$ cat src/rtl/uart_word_loader.sv
// uart_word_loader: 8N1 UART receiver that packs every four accepted bytes into a
// little-endian 32-bit word and strobes it out with an auto-incrementing word address.
// Optional build macro UART_LOADER_TIMEOUT_EN: drop a partial word after TIMEOUT_CYCLES idle.
module uart_word_loader #(
  parameter int CLK_DIV        = 434,
  parameter int TIMEOUT_CYCLES = 2_000_000
) (
  input  logic        clk,
  input  logic        rst,
  input  logic        enable,
  input  logic        uart_in,
  output logic [31:0] addr,
  output logic [31:0] data,
  output logic        wr,
  output logic        frame_err,
  output logic        busy
);

  localparam int CW = $clog2(CLK_DIV + 1);
  localparam logic [CW-1:0] DIV_LAST  = CW'(CLK_DIV - 1);
  localparam logic [CW-1:0] HALF_LAST = CW'(CLK_DIV / 2 - 1);

  // Reject configurations the bit timing cannot support.
  if (CLK_DIV < 4 || TIMEOUT_CYCLES < 1) begin : g_bad_param
    $error("uart_word_loader: CLK_DIV must be >= 4 and TIMEOUT_CYCLES >= 1");
  end

  typedef enum logic [1:0] {IDLE, START, DATA, STOP} state_t;

  state_t          state, state_nxt;
  logic [CW-1:0]   cnt, cnt_nxt;
  logic [2:0]      bit_cnt, bit_nxt;
  logic            rx_meta, rx_s, rx_prev;
  logic            fall;
  logic            shift_en, stop_ok, stop_bad;
  logic [7:0]      shreg;
  logic [1:0]      byte_cnt;
  logic            wr_q, ferr_q;
  logic            timeout;

  assign fall      = rx_prev & ~rx_s;
  assign busy      = (state != IDLE);
  assign wr        = wr_q & enable;
  assign frame_err = ferr_q & enable;

  // Two-flop synchroniser plus one history flop for falling-edge detection; idle-high reset.
  always_ff @(posedge clk or posedge rst) begin
    if (rst) begin
      rx_meta <= 1'b1;
      rx_s    <= 1'b1;
      rx_prev <= 1'b1;
    end else begin
      rx_meta <= uart_in;
      rx_s    <= rx_meta;
      rx_prev <= rx_s;
    end
  end

  // FSM state, bit-timing counter and bit index registers.
  always_ff @(posedge clk or posedge rst) begin
    if (rst) begin
      state   <= IDLE;
      cnt     <= '0;
      bit_cnt <= '0;
    end else begin
      state   <= state_nxt;
      cnt     <= cnt_nxt;
      bit_cnt <= bit_nxt;
    end
  end

  // Next-state logic and the per-frame sample strobes; enable low overrides everything.
  always_comb begin
    state_nxt = state;
    cnt_nxt   = cnt + CW'(1);
    bit_nxt   = bit_cnt;
    shift_en  = 1'b0;
    stop_ok   = 1'b0;
    stop_bad  = 1'b0;
    case (state)
      IDLE: begin
        cnt_nxt = '0;
        if (fall) begin
          state_nxt = START;
          bit_nxt   = '0;
        end
      end
      START: begin
        if (cnt == HALF_LAST) begin
          cnt_nxt = '0;
          if (rx_s) begin
            state_nxt = IDLE;
          end else begin
            state_nxt = DATA;
            bit_nxt   = '0;
          end
        end
      end
      DATA: begin
        if (cnt == DIV_LAST) begin
          cnt_nxt  = '0;
          shift_en = 1'b1;
          bit_nxt  = bit_cnt + 3'd1;
          if (bit_cnt == 3'd7) state_nxt = STOP;
        end
      end
      STOP: begin
        if (cnt == DIV_LAST) begin
          cnt_nxt   = '0;
          state_nxt = IDLE;
          stop_ok   = rx_s;
          stop_bad  = ~rx_s;
        end
      end
      default: state_nxt = IDLE;
    endcase
    if (!enable) begin
      state_nxt = IDLE;
      cnt_nxt   = '0;
      shift_en  = 1'b0;
      stop_ok   = 1'b0;
      stop_bad  = 1'b0;
    end
  end

  // Byte shifter, word assembly, address counter and the one-cycle strobes.
  always_ff @(posedge clk or posedge rst) begin
    if (rst) begin
      shreg    <= '0;
      byte_cnt <= '0;
      data     <= '0;
      addr     <= '0;
      wr_q     <= 1'b0;
      ferr_q   <= 1'b0;
    end else if (!enable) begin
      byte_cnt <= '0;
      addr     <= '0;
      wr_q     <= 1'b0;
      ferr_q   <= 1'b0;
    end else begin
      if (shift_en) shreg <= {rx_s, shreg[7:1]};
      wr_q   <= stop_ok && (byte_cnt == 2'd3);
      ferr_q <= stop_bad;
      if (wr_q) addr <= addr + 32'd1;
      if (stop_ok) begin
        data[{byte_cnt, 3'b000} +: 8] <= shreg;
        byte_cnt <= byte_cnt + 2'd1;
      end else if (timeout) begin
        byte_cnt <= '0;
      end
    end
  end

`ifdef UART_LOADER_TIMEOUT_EN
  logic [31:0] idle_cnt;

  assign timeout = (state == IDLE) && (byte_cnt != 2'd0) && !fall &&
                   (idle_cnt >= 32'(TIMEOUT_CYCLES - 1));

  // Idle counter: runs only while a partial word waits in IDLE; any start edge restarts it.
  always_ff @(posedge clk or posedge rst) begin
    if (rst) begin
      idle_cnt <= '0;
    end else if (!enable || fall || state != IDLE || byte_cnt == 2'd0) begin
      idle_cnt <= '0;
    end else begin
      idle_cnt <= idle_cnt + 32'd1;
    end
  end
`else
  assign timeout = 1'b0;
`endif

endmodule

$ cat config.mk
export PLATFORM = sky130hd
export DESIGN_NAME = uart_word_loader
export DESIGN_NICKNAME = d
export VERILOG_FILES = /design/src/rtl/uart_word_loader.sv
export SDC_FILE = /design/constraint.sdc
export NUM_CORES = 1
export LEC_CHECK = 0
export BUFFER_PORTS_ARGS = -buffer_cell sky130_fd_sc_hd__clkbuf_2
export CAP_MARGIN = 15
export CORE_ASPECT_RATIO = 2
export CORE_UTILIZATION = 45
export CTS_CLUSTER_SIZE = 24
export DETAILED_ROUTE_END_ITERATION = 8
export PLACE_DENSITY = 0.68
export SLEW_MARGIN = 10
export SYNTH_ARGS = -nofsm -noshare
export SYNTH_HDL_FRONTEND = slang
export SYNTH_SLANG_ARGS = --single-unit
$ cat constraint.sdc
create_clock -name clk -period 3.24 [get_ports clk]
set_input_delay 0.972 -clock clk [delete_from_list [all_inputs] [get_ports clk]]
set_output_delay 0.972 -clock clk [all_outputs]
set_load 0.02 [all_outputs]
== Yosys cells after proc, flatten, opt, wreduce, memory -nomap -nowiden ==
Cells that the tools add are included.
W data, S select, Z words.

* Register bits: 93
* Input bits: 4
* Output and inout port bits: 67

* $add $sub $neg: 5
* Equality and inequality tests: 18
* Shift operators: 2
* Mux-type cells: 32
* Bitwise gates (word level): 4
* Reduce and logical (&&, ||, !) cells: 9

{| class="wikitable"
|+ Operator list
! kind !! number
|-
| $mux W32 || 2
|-
| $add A32 B1 Y32 const B || 1
|-
| $bwmux W32 || 1
|-
| $shift A8 B7 Y32 const A || 1
|-
| $shiftx A8 B7 Y32 || 1
|-
| $mux W9 || 3
|-
| $pmux W9 S3 || 1
|-
| $mux W2 || 9
|-
| $ne A3 B3 Y1 const B || 5
|-
| $mux W3 || 4
|-
| $mux W1 || 10
|-
| $reduce_and A5 Y1 || 2
|-
| $add A9 B1 Y9 const B || 1
|-
| $eq A9 B8 Y1 const B || 1
|-
| $eq A9 B9 Y1 const B || 1
|-
| $pmux W3 S3 || 1
|-
| $ne A2 B2 Y1 const B || 4
|-
| $pmux W2 S4 || 1
|-
| $neg A5 Y7 || 1
|-
| $eq A2 B2 Y1 const B || 3
|-
| $ne A2 B1 Y1 const B || 2
|-
| $reduce_and A2 Y1 || 2
|-
| $add A3 B1 Y3 const B || 1
|-
| $and A1 B1 Y1 || 3
|-
| 9 further kinds || 9
|}

== Longest topological paths before layout ==
Gate-level depths: netlist of run 1.

* Depth in word-level cells: 6
* Mapped depth: 7
* Depth with buffers taken out: 6

== Worst setup path before layout of run 1 ==
OpenSTA, ideal clock, no wires.

* Path kind: in2out
* Start point: in enable
* End point: out frame_err
* Arrival: 1503 ps
* Slack: 765 ps
* Stages on the path: 2
* Path through: clkbuf_1 -> and2_1

* Word-level cells in the longest chain between the ends: 1

{| class="wikitable"
|+ Ends and longest elaborated chain
! element !! line !! source
|-
| start, declared || 10 || <nowiki>input logic enable,</nowiki>
|-
| $and A1 B1 Y1 || 44 || <nowiki>assign frame_err = ferr_q & enable;</nowiki>
|-
| end, declared || 15 || <nowiki>output logic frame_err,</nowiki>
|}

Every way passes these cells.

== Final worst setup path of run 1 ==
Ends and elaborated chain as after synthesis.

==> results of run 1 <==
[Yosys cell counts (8+ instances only)]
cell / instances
dfrtp_1: 90
nand2_1: 30
nor2_1: 27
inv_1: 26
and4_1: 22
a21oi_1: 20
nand4_1: 19
nand3_1: 18
a21o_1: 16
or4_1: 15
xor2_1: 14
o31ai_1: 13
clkbuf_1: 12
ha_1: 11
mux2i_1: 11
o21ai_1: 11
mux2_1: 8
[cell families after synthesis]
kind of cell	share of synthesized area (%)
muxes	4.44
adders and majority gates	3.05
AOI/OAI and AO/OA	10.6
and+or+nand+nor	22.3
buffers and inverters	4.08
DFF	51.6
xor gates and xnor gates	3.88
[through the flow]
| step | instance area [µm²] | utilization (%) | instances | worst slack (ns) |
|---|---|---|---|---|
| 5_1_grt | 5290 | 54.2 | 636 | 0.422 |
| 3_5_place_dp | 4990 | 51.1 | 620 | 0.649 |
| 3_3_place_gp | 4990 | 51.1 | 620 | 0.677 |
| 2_1_floorplan | 4520 | - | 433 | 0.765 |
| 6_report | 5290 | 54.2 | 636 | 0.678 |
| 4_1_cts | 5290 | 54.2 | 636 | 0.693 |
[routing by layer]
metal / vias up / routed length (µm)
met2: 67 / 5540
met3: 19 / 325
met1: 1721 / 4030
li1: 1712 / -
met4: 0 / 278
met5: - / 0
[where the power goes]
group	total, W	internal, W	switching, W
clock	0.00105	0.000605	0.000442
sequential	0.00117	0.00116	0.00000447
combinational	0.0000454	0.00000806	0.0000374
[state kept, by name (all words and copies together), names as in the netlist, 2 cells and up]
name / flops
cnt: 9
data: 32
addr: 32
shreg: 8
state: 2
bit_cnt: 3
byte_cnt: 2
[layout make-up]
| type | instances | area [µm²] | share of cell area, % |
|---|---|---|---|
| multi-input combinational | 294 | 2000 | 37.8 |
| sequential | 93 | 2330 | 44.1 |
| tap | 132 | 165 | 3.12 |
| clock buffer | 10 | 229 | 4.33 |
| timing repair buffer | 73 | 385 | 7.29 |
| inverter | 28 | 109 | 2.06 |
| clock inverter | 6 | 70.1 | 1.33 |
[critical path: stages]
cell and delay (ns):
clkbuf_2 0.26, and2_1 0.19, clkbuf_2 0.17
[worst paths after layout]
check,end,cells past startpoint
max,frame_err,3
min,rx_s$_DFF_PP1_,0
max reg2reg,cnt[5]$_DFF_PP0_,6
min reg2reg,rx_s$_DFF_PP1_,0
max in group asynchronous,addr[17]$_DFFE_PP0P_,3
min in group asynchronous,addr[26]$_DFFE_PP0P_,3
[cell usage in the layout, fill, tap and decap left out, types with 8 or more instances in the layout]
cell / instances
ha_1: 11
mux2i_1: 11
a21oi_1: 20
o21ai_1: 11
nor2_1: 27
clkbuf_2: 70
nand3_1: 18
mux2_1: 8
a21o_1: 16
nand4_1: 19
xor2_1: 14
inv_1: 25
and4_1: 22
clkbuf_16: 9
dfrtp_1: 90
o31ai_1: 13
or4_1: 15
nand2_1: 30
==> impl_metrics.csv, run 1 <==
group,metric,value,unit
timing,slew_viol_final,0,
floorplanning,die_area,10500,µm²
clock_tree,cts_buffers,9,
placement,dp_hpwl,7190,µm
floorplanning,row_count,51,
routing,drc,0,
clock_tree,cts_resized,0,
floorplanning,start_util,46.2,%
pwr,power_leakage,2.61,nW
synth,synthTopCellsByArea,"dfrtp_1 50%, and4_1 4.3%, ha_1 3.0%, xor2_1 2.7%, a21o_1 2.7%",
synth,ys_seq_area_share,51.6,%
pwr,power.density,428,nW/µm²
pwr,peakVddDrop,0.275,mV
floorplanning,io_pins,71,
routing,drt-pass1-iter-count,4,
floorplanning,die_w,72.8,µm
synth,yosysWarnings,0,
cells_and_area,n_antenna_cell,0,
timing,fmax,390,MHz
clock_tree,cts_tree,"built",
global_route,grt_pass1_vias,3496,
critical_path,worstReg2RegStart,"cnt[1]$_DFF_PP0_",
timing,hold_violations,0,
global_route,grt-ovfl-total,0,
floorplanning,die_h,144,µm
global_route,grtUsageMet1,22.6,%
critical_path,crit_required,2.27,ns
cells_and_area,nFillCells,875,
clock_tree,cts-root-buf,"clkbuf_16",
timing,hold_slack,0.356,ns
clock_tree,clock_latency,0.34,ns
routing,via_count,3519,
cells_and_area,drive_above_1_share,19.2,%
synth,synthArstFlopShare,100,%
hold_path,min-delay-start,"rx_meta$_DFF_PP1_",
timing,final.setup_skew,0.00972,ns
synth,synth_ff_type,"dfrtp_1",
synth,yosysTopAreaCellShare,49.9,%
global_route,use_met2,38.0,%
synth,synth_nets,448,
global_route,grt_pass1_wl,16700,µm
cells_and_area,syn_to_final_growth,17.2,%
global_route,antenna_found_initial,0,
timing,rsz0062_at_grt,"no",
global_route,grt_max_degree,94,
routing,wl_per_cell,16.0,µm
synth,syn-cell-area,4510,µm²
synth,synth-edff-count,0,
synth,yosys.area.top_type,"dfrtp_1",
routing,routed_wl,10200,µm
timing,tns,0,ns
critical_path,regToRegSetupSlack,0.76,ns
routing,drt_iter0_markers,171,
timing,fin_crit,2.56,ns
placement,gp_congestion,0.893,
critical_path,startpoint,"enable",
routing,viasPerCell,5.53,
timing,finalCritPeriodShare,79.1,%
synth,syn_avg_cell_area,10.4,µm²
critical_path,critPathCaptureType,"output pin",
timing,tightestPinTransition,0.804,ns
clock_tree,clk_path_buf_depth,2,
synth,synth.distinct_cells,48,
global_route,grt.met3_usage,3.86,%
cells_and_area,nets,514,
synth,synth_seq_cells,93,
timing,finalSetupViolations,0,
clock_tree,cts_setup_buffers,0,
clock_tree,clock_sinks,93,
critical_path,cp.arrival,1.59,ns
global_route,grt_usage,20.8,%
clock_tree,hold_buffers,0,
hold_path,hp-class,"register to register",
pwr,finalPower,0.00226,W
floorplanning,core-area,9760,µm²
routing,ant_nets,0,
flow_run,maxCapViolations,0,
critical_path,path_class,"primary input to output pin",
run_status,run_status,"finished clean",
critical_path,crit_path_start_kind,"primary input",
clock_tree,clk_pin_slew,0.06,ns
critical_path,cp_max_fo,10,
clock_tree,htree_levels,3,
global_route,busiest_layer,"met2",
timing,max_slew_margin,45.7,%
synth,synthCells,433,
placement,io_buffer_count,70,
Note: power is estimated with default switching activity, not from simulation.
==> inputs of run 2 (changes only) <==
PLACE_DENSITY = 0.66   (was 0.68)
clock period = 2.37 ns   (was 3.24 ns; I/O delays follow)
==> run 2 against run 1 <==
  * Register-to-register slack got worse by 0.51 ns
  * Worst setup slack got worse by 0.43 ns
  * Critical path depth rose by 2
  * Clock power is 38% higher
  * Clock skew shrank 0.0028 ns
  * Design area is 2.6% higher
  * Total power is 38% higher
  * Utilization up 1.4 points
  * Via count grew 2.6%
  * Sequential power grew 37%
  * First-iteration DRC count fell by 5.3%
  * Critical path type is now register to register
==> impl_metrics.csv, run 2 (synthesized netlist as in run 1, its figures left out) <==
group,metric,value,unit
critical_path,crit_required,2.63,ns
floorplanning,die_area,10500,µm²
routing,drt_iter0_markers,162,
pwr,cellInternalPower,0.00249,W
global_route,grt-ovfl-total,0,
timing,tightestPinTransition,0.629,ns
critical_path,critPathMostFrequentCell,"or4_1",
placement,dp_hpwl,7550,µm
critical_path,critPathSlowestCell,"or4_1",
timing,finalCritPeriodShare,89.6,%
timing,tns,0,ns
clock_tree,clk_path_buf_depth,2,
cells_and_area,nFillCells,898,
clock_tree,cts_setup_buffers,0,
timing,fin_crit,2.12,ns
global_route,antenna_found_initial,0,
timing,fmax,471,MHz
timing,finalSetupViolations,0,
routing,ant_nets,0,
global_route,grt_pass1_wl,17300,µm
floorplanning,io_pins,71,
routing,drc,0,
critical_path,cp_max_fo,26,
cells_and_area,drive_above_1_share,21.5,%
critical_path,path_class,"register to register",
cells_and_area,layout_common_cells,"90 x dfrtp_1, 70 x clkbuf_2, 30 x nand2_1, 27 x nor2_1, 25 x inv_1",
critical_path,worstReg2RegStart,"addr[5]$_DFFE_PP0P_",
global_route,grt_max_degree,37,
run_status,run_status,"finished clean",
clock_tree,clock_sinks,93,
timing,hold_violations,0,
flow_run,maxCapViolations,0,
critical_path,crit_path_start_kind,"register",
pwr,swShare,20.4,%
clock_tree,cts_buffers,9,
clock_tree,cts_tree,"built",
cells_and_area,n_antenna_cell,0,
clock_tree,hold_buffers,0,
hold_path,min-delay-start,"rx_meta$_DFF_PP1_",
timing,rsz0062_at_grt,"no",
critical_path,critical_path.max_stage_delay,0.56,ns
critical_path,cp.arrival,2.39,ns
critical_path,path_buf_inv,1,
floorplanning,start_util,46.2,%
pwr,power.density,576,nW/µm²
timing,final.setup_skew,0.00689,ns
cells_and_area,nets,530,
critical_path,critPathCaptureType,"register",
cells_and_area,final_core_util,55.6,%
clock_tree,clk_pin_slew,0.06,ns
cells_and_area,reg_top3,"addr: 32 flops, data: 32 flops, cnt: 9 flops",
clock_tree,htree_levels,3,
floorplanning,die_w,72.8,µm
global_route,grt_usage,21.9,%
critical_path,crit_chain,"nand4_2, or4_1, buf_4, or4_1, a21oi_1",
hold_path,hp-class,"register to register",
placement,gp_congestion,0.877,
pwr,power_leakage,2.70,nW
cells_and_area,mostFrequentLayoutCell,"dfrtp_1",
timing,slew_viol_final,0,
hold_path,min_path_cells,0,
critical_path,regToRegSetupSlack,0.25,ns
routing,via_count,3610,
routing,routed_wl,10400,µm
clock_tree,cts-root-buf,"clkbuf_16",
timing,max_slew_margin,58.0,%
routing,viasPerCell,5.54,
routing,wl_per_cell,15.9,µm
critical_path,r2r_cells,5,
floorplanning,core-area,9760,µm²
pwr,clkPwrFrac,46.6,%
pwr,p_comb_share,2.3,%
clock_tree,cts_resized,0,
routing,drt-pass1-iter-count,4,
critical_path,path_delay_family,"simple AND/OR/NAND/NOR gates",
pwr,peakVddDrop,0.434,mV
pwr,pwr-share-seq,51.1,%
global_route,grt_pass1_vias,3575,
clock_tree,clock_latency,0.34,ns
critical_path,r2r_end,"addr[26]$_DFFE_PP0P_",
hold_path,hold_end,"rx_s$_DFF_PP1_",
placement,io_buffer_count,70,
floorplanning,row_count,51,
cells_and_area,syn_to_final_growth,20.2,%
floorplanning,die_h,144,µm
pwr,total_switching_power,0.000637,W
-- run 2: how the worst max path moves through the flow --
| stage | from | endpoint | cells past startpoint |
|---|---|---|---|
| floorplan | enable | data[0]$_DFFE_PP0P_ | 6 |
| global placement | addr[5]$_DFFE_PP0P_ | addr[25]$_DFFE_PP0P_ | 5 |
| detailed placement | addr[5]$_DFFE_PP0P_ | addr[27]$_DFFE_PP0P_ | 5 |
| CTS | addr[5]$_DFFE_PP0P_ | addr[27]$_DFFE_PP0P_ | 5 |
| global route | addr[5]$_DFFE_PP0P_ | addr[27]$_DFFE_PP0P_ | 5 |
| finish | addr[5]$_DFFE_PP0P_ | addr[26]$_DFFE_PP0P_ | 5 |
-- run 2: metrics by stage --
step           instance area (µm²)  setup WS [ns]  power (W)  std cells  hold WS, ns
5_1_grt                       5430         0.0760    0.00324        652        0.363
6_report                      5430          0.247    0.00312        652        0.358
3_5_place_dp                  5120          0.249    0.00170        636        0.350
3_3_place_gp                  5120          0.295    0.00170        636        0.345
2_1_floorplan                 4520          0.178    0.00167        433        0.345
4_1_cts                       5430          0.230    0.00318        652        0.359
-- run 2: metal layers --
layer  up-vias  global-route usage [%]  routed length [µm]
met2        70                    40.7                5760
met1      1781                    23.4                4110
met3        13                    3.51                 264
met5         -                       0                   0
met4         0                    10.4                 218
li1       1746                       -                   -
-- run 2: final cells by class --
class,count,area [µm²],share of cell area (%)
repair buffers,89,518,9.55
well taps,132,165,3.04
flip-flops and latches,93,2330,43.0
clock inverters,3,43.8,0.807
clock buffers,13,260,4.80
multi-input cells,294,2000,36.8
inverters,28,109,2.01
-- run 2: power by group through the flow --
stage | logic, W | registers (W) | clock network, W
finish | 0.0000707 | 0.00160 | 0.00145
global route | 0.0000811 | 0.00160 | 0.00156
CTS | 0.0000742 | 0.00160 | 0.00150
detailed placement | 0.0000744 | 0.00163 | 0
global placement | 0.0000728 | 0.00163 | 0
floorplan | 0.0000456 | 0.00162 | 0
==> inputs of run 3 (changes only) <==
ABC_AREA = 1   (was default)
BUFFER_PORTS_ARGS = -buffer_cell sky130_fd_sc_hd__buf_4   (was -buffer_cell sky130_fd_sc_hd__clkbuf_2)
GPL_TIMING_DRIVEN = 0   (was default)
PLACE_DENSITY = 0.65   (was 0.66)
==> run 3 against run 2 <==
  * Total power rose by 5.3%
  * Global-route usage rose by 3.2 points
  * Clock power fell by 6%
  * Utilization rose by 0.41 points
  * Design area rose by 9.5%
  * Sequential power barely moved
  * Combinational power rose to 4.3 times the previous value
  * Register-to-register slack improved by 0.13 ns
  * Sequential share of layout area fell by 3.7 points
  * Final cell count rose by 32%
  * Routed wire length rose by 29%
  * Critical endpoint is now frame_err
  * Largest power group unchanged
==> impl_metrics.csv, run 3 <==
group,metric,value,unit
run_status,run_status,"finished clean",
floorplanning,io_pins,71,
clock_tree,clock_latency,0.35,ns
hold_path,min-delay-start,"rx_meta$_DFF_PP1_",
critical_path,r2r_end,"data[16]$_DFFE_PP0P_",
critical_path,r2r_cells,9,
synth,synthCells,639,
cells_and_area,layout_common_cells,"181 x nand2_1, 102 x nor2_1, 89 x dfrtp_1, 71 x buf_4, 70 x inv_1",
cells_and_area,drive_above_1_share,17.0,%
synth,synth_nets,654,
placement,dp_hpwl,10300,µm
hold_path,hp-class,"register to register",
critical_path,worstReg2RegStart,"byte_cnt[0]$_DFFE_PP0P_",
floorplanning,die_w,76.0,µm
synth,yosysWarnings,0,
timing,hold_violations,0,
synth,ys_seq_area_share,47.3,%
timing,max_slew_margin,55.9,%
synth,syn_avg_cell_area,7.71,µm²
synth,synthTopCellsByArea,"dfrtp_1 46%, nand2_1 14%, nor2_1 7.8%, inv_1 5.4%, nand4_1 5.2%",
critical_path,regToRegSetupSlack,0.38,ns
cells_and_area,fin_area,5940,µm²
floorplanning,die_area,11400,µm²
synth,synth_seq_cells,93,
placement,postPlaceCellArea,5670,µm²
global_route,grt-ovfl-total,0,
global_route,grt_usage,25.1,%
clock_tree,cts_tree,"built",
timing,finalCritPeriodShare,91.2,%
cells_and_area,reg_top3,"addr: 32 flops, data: 32 flops, cnt: 9 flops",
routing,top_layer,"met4",
pwr,power.density,554,nW/µm²
floorplanning,row_count,53,
floorplanning,start_util,46.4,%
timing,finalSetupViolations,0,
routing,wl_met1,4730,µm
timing,final.setup_skew,0.00693,ns
placement,gp_congestion,0.968,
floorplanning,die_h,150,µm
timing,tns,0,ns
timing,fin_crit,2.16,ns
pwr,peakVddDrop,0.412,mV
synth,synth_ff_type,"dfrtp_1",
clock_tree,cts-root-buf,"clkbuf_16",
clock_tree,htree_levels,3,
synth,yosys.area.top_type,"dfrtp_1",
global_route,grt_pass1_wl,22300,µm
routing,wl_per_cell,15.4,µm
routing,viasPerCell,5.22,
global_route,antenna_found_initial,0,
routing,drt-pass1-iter-count,4,
timing,rsz0062_at_grt,"no",
cells_and_area,regArea,2330,µm²
flow_run,maxCapViolations,0,
routing,met2WireLength,7620,µm
timing,tightestPinTransition,0.660,ns
clock_tree,hold_buffers,0,
placement,post-place-ws,-0.0613,ns
global_route,grt_max_degree,38,
routing,via_count,4498,
synth,synthArstFlopShare,100,%
synth,yosysTopAreaCellShare,45.7,%
cells_and_area,n_antenna_cell,0,
cells_and_area,mostFrequentLayoutCell,"nand2_1",
cells_and_area,syn_to_final_growth,20.5,%
critical_path,critPathCaptureType,"output pin",
routing,drt_iter0_markers,265,
critical_path,crit_required,1.66,ns
synth,synth-edff-count,0,
routing,routed_wl,13300,µm
hold_path,min_path_cells,0,
routing,drc,0,
clock_tree,clk_pin_slew,0.07,ns
cells_and_area,multi_input_area,2220,µm²
timing,hold_slack,0.357,ns
clock_tree,clock_sinks,93,
cells_and_area,nFillCells,1053,
critical_path,path_class,"primary input to output pin",
critical_path,cp.arrival,1.45,ns
clock_tree,cts_buffers,9,
routing,route.met3.wl,415,µm
pwr,power_leakage,2.98,nW
timing,fmax,463,MHz
critical_path,cp_max_fo,14,
timing,setup_ws,0.209,ns
cells_and_area,nets,735,
synth,syn-cell-area,4930,µm²
timing,slew_viol_final,0,
hold_path,hold_end,"rx_s$_DFF_PP1_",
global_route,grt_pass1_vias,4700,
synth,ys_top_cells_by_count,"181 x nand2_1, 102 x nor2_1, 90 x dfrtp_1",
clock_tree,clk_path_buf_depth,2,
floorplanning,core-area,10600,µm²
pwr,finalPower,0.00329,W
routing,ant_nets,0,
placement,io_buffer_count,70,
synth,yosysMostFrequentCell,"nand2_1",
synth,synth.distinct_cells,35,
critical_path,crit_path_start_kind,"primary input",
run 3: per-layer routing:
metal / GRT usage, % / vias to the layer above
met3: 3.48 / 36
met2: 48.9 / 114
met5: 0 / -
met4: 14.8 / 0
met1: 24.7 / 2124
li1: - / 2224
run 3: cells by family (layout without fill, tap and decap cells):
logic type	Yosys count	after routing	share of synthesized area, %
buf+inv	91	177	7.72
xor+xnor	5	5	0.889
compound gates	48	48	5.16
fa+ha+maj	11	11	2.79
flops	93	93	47.3
simple gates	391	391	36.1
run 3: layout make-up:
class	count	area share [%]
buffer	17	1.75
clock buffer	10	3.86
clock inverter	6	0.801
inverter	72	4.61
multi-input combinational	455	37.3
sequential	93	39.3
tap	137	2.89
timing repair buffer	72	9.52
run 3: stage by stage:
| stage | cells | util, % |
|---|---|---|
| 2_1_floorplan | 639 | - |
| 3_3_place_gp | 846 | 53.0 |
| 5_1_grt | 862 | 56.0 |
| 3_5_place_dp | 848 | 53.4 |
| 4_1_cts | 864 | 56.0 |
| 6_report | 862 | 56.0 |
run 3: worst max-delay path by stage:
| stage | from | cells after the start | slack, ns | end |
|---|---|---|---|---|
| after floorplan | enable | 4 | 0.35 | frame_err |
| after global placement | rst | 2 | -0.12 | data[17]$_DFFE_PP0P_ |
| after detailed placement | enable | 6 | -0.06 | frame_err |
| after CTS | enable | 6 | 0.008 | frame_err |
| after global routing | enable | 5 | 0.14 | frame_err |
| final | enable | 5 | 0.21 | frame_err |
run 3: critical path, stage by stage:
cell and delay [ns]:
buf_4 0.24, buf_4 0.24, nand2_1 0.06, inv_1 0.06
buf_4 0.13
run 3: timing repair:
| item | in CTS | in global routing |
|---|---|---|
| buffers inserted | 0 | 0 |
| resized for setup | 1 | 1 |
| endpoints found under the setup margin | 1 | 20 |
| gates cloned | 0 | 0 |
run 3: power by group:
group	internal (W)	total (W)	switching, W
clock	0.000721	0.00136	0.000635
combinational	0.0000887	0.000305	0.000216
sequential	0.00161	0.00163	0.0000220
total	0.00242	0.00329	0.000873
